### src/rtl/muldiv_ctrl.sv
// muldiv_ctrl: sequences one MULT/DIV through the external units and owns HI/LO
//   clock, reset                          rising-edge clock, async active-high reset
//   op_valid, op_div, rs_val, rt_val      request strobe, DIV select, operands
//   hi_we, lo_we, wdata                   MTHI/MTLO writes (honoured only while idle)
//   unit_a, unit_b                        latched operands to both units
//   mult_start, div_start                 one-cycle start pulses
//   mult_hi, mult_lo, div_quot, div_rem   unit results
//   hi, lo                                architectural HI/LO
//   busy, done, div_zero                  status; done/div_zero are one-cycle pulses
module muldiv_ctrl #(
    parameter int MULT_CYCLES = 32,
    parameter int DIV_CYCLES  = 32
) (
    input  logic        clock,
    input  logic        reset,
    input  logic        op_valid,
    input  logic        op_div,
    input  logic [31:0] rs_val,
    input  logic [31:0] rt_val,
    input  logic        hi_we,
    input  logic        lo_we,
    input  logic [31:0] wdata,
    output logic [31:0] unit_a,
    output logic [31:0] unit_b,
    output logic        mult_start,
    output logic        div_start,
    input  logic [31:0] mult_hi,
    input  logic [31:0] mult_lo,
    input  logic [31:0] div_quot,
    input  logic [31:0] div_rem,
    output logic [31:0] hi,
    output logic [31:0] lo,
    output logic        busy,
    output logic        done,
    output logic        div_zero
);
    localparam int MAX_N = (MULT_CYCLES > DIV_CYCLES) ? MULT_CYCLES : DIV_CYCLES;
    localparam int CW = $clog2(MAX_N + 1);
    typedef enum logic [1:0] {S_IDLE, S_LAUNCH, S_WAIT} state_t;
    state_t state, state_nxt;
    logic [CW-1:0] cnt;
    logic is_div, idle, dz, accept, fin;
    logic mult_start_nxt, div_start_nxt, done_nxt, div_zero_nxt;
    assign idle   = state == S_IDLE;
    // divide by zero never reaches the divider; it completes on the spot
    assign dz     = idle && op_valid && op_div && rt_val == '0;
    assign accept = idle && op_valid && !dz;
    assign fin    = state == S_WAIT && cnt == '0;
    assign busy   = !idle;
    always_ff @(posedge clock or posedge reset) begin
        if (reset) state <= S_IDLE;
        else       state <= state_nxt;
    end
    always_comb begin
        state_nxt = accept ? S_LAUNCH :
                    state == S_LAUNCH ? S_WAIT :
                    fin ? S_IDLE : state;
    end
    always_comb begin
        mult_start_nxt = accept && !op_div;
        div_start_nxt  = accept && op_div;
        done_nxt       = fin || dz;
        div_zero_nxt   = dz;
    end
    always_ff @(posedge clock or posedge reset) begin
        if (reset) begin
            cnt        <= '0;
            is_div     <= 1'b0;
            unit_a     <= '0;
            unit_b     <= '0;
            hi         <= '0;
            lo         <= '0;
            mult_start <= 1'b0;
            div_start  <= 1'b0;
            done       <= 1'b0;
            div_zero   <= 1'b0;
        end else begin
            mult_start <= mult_start_nxt;
            div_start  <= div_start_nxt;
            done       <= done_nxt;
            div_zero   <= div_zero_nxt;
            if (accept) begin
                unit_a <= rs_val;
                unit_b <= rt_val;
                is_div <= op_div;
            end
            if (state == S_LAUNCH) cnt <= is_div ? CW'(DIV_CYCLES) : CW'(MULT_CYCLES);
            else if (state == S_WAIT && cnt != '0) cnt <= cnt - CW'(1);
            // the divider returns remainder in HI and quotient in LO
            if (fin) begin
                hi <= is_div ? div_rem : mult_hi;
                lo <= is_div ? div_quot : mult_lo;
            end else if (idle) begin
                if (hi_we) hi <= wdata;
                if (lo_we) lo <= wdata;
            end
        end
    end
endmodule

### config.mk
export PLATFORM = sky130hd
export DESIGN_NAME = muldiv_ctrl
export DESIGN_NICKNAME = d
export VERILOG_FILES = /design/src/rtl/muldiv_ctrl.sv
export SDC_FILE = /design/constraint.sdc
export NUM_CORES = 1
export LEC_CHECK = 0
export CAP_MARGIN = 10
export CORE_ASPECT_RATIO = 0.6
export CORE_MARGIN = 8
export CORE_UTILIZATION = 35
export CTS_BUF_LIST = sky130_fd_sc_hd__clkbuf_4 sky130_fd_sc_hd__clkbuf_8 sky130_fd_sc_hd__clkbuf_16
export DETAILED_ROUTE_END_ITERATION = 7
export PLACE_DENSITY_LB_ADDON = 0.05
export SLEW_MARGIN = 40
export SYNTH_ARGS = -nofsm -noshare
export SYNTH_HDL_FRONTEND = slang
export SYNTH_SLANG_ARGS = --single-unit
### constraint.sdc
create_clock -name clock -period 5.05 [get_ports clock]
set_clock_uncertainty 0.05 [all_clocks]
set_input_delay 1.515 -clock clock [delete_from_list [all_inputs] [get_ports clock]]
set_output_delay 1.515 -clock clock [all_outputs]
set_load 0.01 [all_outputs]
# --- Yosys cells after proc, flatten, opt, wreduce, memory -nomap -nowiden ---
# Index checks and enable logic that the tools add are counted.
op_classes:
  reduce_logical: 23
  add_sub_neg: 1
  eq_ne: 2
  mux: 13
ops:
  columns: ["cell", "count"]
  rows:
  - ["two-way mux 32 bit", 8]
  - ["logical NOT 32 bit", 1]
  - ["two-way mux 6 bit", 2]
  - ["logical AND 1 bit", 8]
  - ["nonzero test 2 bit", 4]
  - ["logical NOT 6 bit", 1]
  - ["two-way mux 2 bit", 3]
  - ["nonzero test 6 bit", 1]
  - ["subtractor 6 x 1 -> 6 bit, second input constant", 1]
  - ["AND reduction 2 bit", 2]
  - ["logical NOT 1 bit", 3]
  - ["nonzero test 3 bit", 1]
  - ["equality test 2 x 1 -> 1 bit, second input constant", 1]
  - ["equality test 2 bit, second input constant", 1]
  - ["logical NOT 2 bit", 1]
  - ["logical OR 1 bit", 1]
totals:
  word_cells: 50
  ff_bits: 141
  output_inout_bits: 133
  input_bits: 230

# --- Logic depth before layout (Yosys ltp) ---
logic_depth:
  ltp_word: 7
  depth_mapped: 8
  depth_no_buf: 6

# --- Least setup slack after synthesis ---
# No wires, ideal clock.
synth_path:
  path_type: "input to register"
  startpoint: "input op_valid"
  endpoint: "register unit_b[0]"
  setup_slack_ps: 1971
  required_ps: 4873
  setup_ps: 127
  path_stages: 6
  arrival_time_ps: 2902
  path_buffers: 2
  cell_sequence: "nor3b_4 nand4_1 o31ai_2 buf_4 buf_6 mux2_1"
synth_via:
  elab_chain_cells: 5
synth_lines:
  columns: ["element", "line_no", "source"]
  rows:
  - ["from (decl)", "16", "input logic op_valid,"]
  - ["logical AND 1 bit *", "46, 47", null]
  - ["logical AND 1 bit (2 in a row)", "46", "assign dz = idle && op_valid && op_div && rt_val == '0;"]
  - ["logical NOT 1 bit", "47", "assign accept = idle && op_valid && !dz;"]
  - ["logical AND 1 bit *", "47", null]
  - ["to (signal assigned)", "84", "unit_b <= rt_val;"]
  - ["to (decl)", "24", "output logic [31:0] unit_b,"]
# Mark *: on every way between the ends. The rest lies on a longest branch, timed or not.
# A chain may end at the register's enable or synchronous reset.

# --- Final worst setup path ---
layout_path:
  startpoint: "input rt_val[21]"
  endpoint: "register unit_a[11]"
layout_via:
  elab_chain_cells: 4
layout_lines:
  columns: ["element", "line_no", "source"]
  rows:
  - ["from (decl)", "19", "input logic [31:0] rt_val,"]
  - ["logical NOT 32 bit", "46", null]
  - ["logical AND 1 bit", "46", null]
  - ["logical NOT 1 bit", "47", null]
  - ["logical AND 1 bit", "47", null]
  - ["to (signal assigned)", "83", "unit_a <= rs_val;"]
  - ["to (decl)", "23", "output logic [31:0] unit_a,"]
# Every way passes these cells.

==> impl_metrics.json <==
{
  "cts_max_level": 4,
  "n_antenna_cell": 0,
  "gp_congestion": 0.816,
  "drive_above_1_share_pct": 9.92,
  "cts_root_buf": "clkbuf_16",
  "cp.required_ns": 5.31,
  "wirelength_um": 25200,
  "power_density_nw_per_um2": 555,
  "syn_area_um2": 6560,
  "setup_violations": 0,
  "worst_pin_slew_ns": 0.709,
  "yosys_warnings": 0,
  "cts-buffers-inserted": 17,
  "areaGrowthSynthToFinish_pct": 68.0,
  "die_h_um": 122,
  "io_buffers": 362,
  "cp-start-kind": "input port",
  "period_share_pct": 73.8,
  "ys_ff_latch": 141,
  "post-place-ws_ns": 0.890,
  "slew_violations": 0,
  "p_leak_nw": 4.43,
  "insertion_delay_ns": 0.41,
  "setup_tns_ns": 0,
  "hold_slack_ns": 0.438,
  "cp_cell_sequence": "clkdlybuf4s50_1 -> nor4_1 -> nand4_1 -> o31ai_4 -> buf_4 -> mux2_2",
  "cp_num_buf_inv": 2,
  "antenna_found_initial": 1,
  "synth_fp_nets": 865,
  "cp.arrival_ns": 3.98,
  "critPathMaxFanout": 56,
  "clk_pin_slew_worst_paths_ns": 0.07,
  "synth_edf_count": 0,
  "crit_type": "input port to register",
  "max_freq_ghz": 0.268,
  "synth_area_leaders": "dfrtp_1 (54%), mux2_2 (8.2%), nand2_1 (7.9%), a211oi_1 (7.3%), nor2b_1 (6.3%)",
  "min_path_type": "register to register",
  "status": "finished, final reports clean",
  "cts.sinks": 141,
  "cp_slowest_stage_delay_ns": 0.60,
  "synth_commonest_cells": "dfrtp_1 (141), nand2_1 (138), nor2b_1 (66), a31oi_1 (65), a211oi_1 (64)",
  "synth_most_common_cell": "dfrtp_1",
  "post-dp-hpwl_um": 19600,
  "crit_slowest_cell": "buf_4",
  "wl_per_cell_um": 20.6,
  "ant_nets": 0,
  "fin_ws_ns": 1.32,
  "cp-end-kind": "register",
  "die_width_um": 193,
  "cts_tree": "built",
  "hold_viol_final": 0,
  "max_cap_viol_count": 0,
  "vias": 6206,
  "fin_nets": 1208,
  "clock_path_buffers": 2,
  "grt_pass1_wl_um": 37800,
  "fin_crit_ns": 3.73,
  "ir_drop_v": 0.000274,
  "post_cts_buffers": 0,
  "first_global_vias": 6513,
  "yosysTopAreaCell": "dfrtp_1",
  "core_area_um2": 18200,
  "grt-ovfl-total": 0,
  "initialDrtViolationCount": 387,
  "io_pins": 363,
  "syn_avg_cell_area_um2": 10.4,
  "async_reset_ff_share_pct": 100,
  "die_area_um2": 23500,
  "crit_family": "buffers and inverters",
  "cts_resized": 0,
  "synth_seq_area_share_pct": 53.8,
  "grt_max_degree": 89,
  "relSlewSlack_pct": 52.4,
  "viasPerCell": 5.05,
  "yosys.area.top_type_share_pct": 53.8,
  "rsz0062_at_grt": "no",
  "synth_cell_types": 33,
  "firstDrtPassIters": 4,
  "synth_ff_type": "dfrtp_1",
  "synthCells": 633,
  "row_count": 38,
  "initial_utilization_pct": 36.0,
  "track_usage_pct": 20.8,
  "drcViolationCount": 0,
  "cts_hold_buf": 0
}
worst paths after layout:
kind	depth (start not counted)	start	to	slack (ns)
max	6	rt_val[21]	unit_a[11]	1.32
min	1	cnt[4]	cnt[4]	0.44
max reg2reg	5	cnt[2]	hi[21]	2.16
min reg2reg	1	cnt[4]	cnt[4]	0.44
max in group asynchronous	4	reset	hi[22]	2.63
min in group asynchronous	2	reset	unit_b[23]	1.37
layer usage:
| layer | routed length [um] | GRT usage, % |
|---|---|---|
| met1 | 9900 | 24.4 |
| met5 | 13 | 0 |
| met3 | 2500 | 7.62 |
| met4 | 290 | 6.27 |
| met2 | 12500 | 35.4 |
layout by cell type (no fill, tap or decap), drive strengths merged, types with 12 or more instances in the layout:
cell,count
clkdlybuf4s50,362
dfrtp,141
nand2,138
nor2b,66
a31oi,65
a211oi,64
mux2,52
clkbuf,17
a22o,13
buf,12
cell families after synthesis:
group | count (synthesis) | synth area share (%)
mux | 56 | 9.54
buf+inv | 55 | 3.42
compound gates | 147 | 15.9
simple gates | 231 | 16.8
flops | 141 | 53.8
xor+xnor | 1 | 0.134
fa+ha+maj | 2 | 0.382
sequential cells by signal (all words and copies together), names as in the netlist:
| name | flops |
|---|---|
| unit_b | 32 |
| div_zero | 1 |
| done | 1 |
| mult_start | 1 |
| hi | 32 |
| is_div | 1 |
| cnt | 6 |
| div_start | 1 |
| unit_a | 32 |
| lo | 32 |
| state | 2 |
stage by stage:
stage / std cells / util, % / power (mW) / cell area [um^2]
2_1_floorplan: 633 / - / 3.26 / 6560
3_3_place_gp: 1196 / 57.1 / 4.82 / 10400
3_5_place_dp: 1196 / 57.1 / 4.89 / 10400
4_1_cts: 1227 / 60.3 / 6.19 / 11000
5_1_grt: 1228 / 60.5 / 6.48 / 11000
6_report: 1228 / 60.5 / 6.12 / 11000
worst register-to-register path, stage by stage (launching register included):
cell and delay [ns]:
dfrtp_1 0.41, nor3_1 0.60, nand3_4 0.57, buf_6 0.48, a211oi_1 0.56, a31oi_1 0.07
area by class of cell:
class,instances,area (um^2)
Tap cell,240,300
Clock inverter,14,160
Clock buffer,17,425
Multi-Input combinational cell,437,2830
Fill cell,1525,7190
Timing Repair Buffer,374,3750
Sequential cell,141,3530
Inverter,5,22.5
power by group:
part	internal [mW]	switching, mW
Sequential	1.70	0.387
Clock	0.737	0.517
Combinational	1.57	1.21
Power figures use the tool's default switching activity.
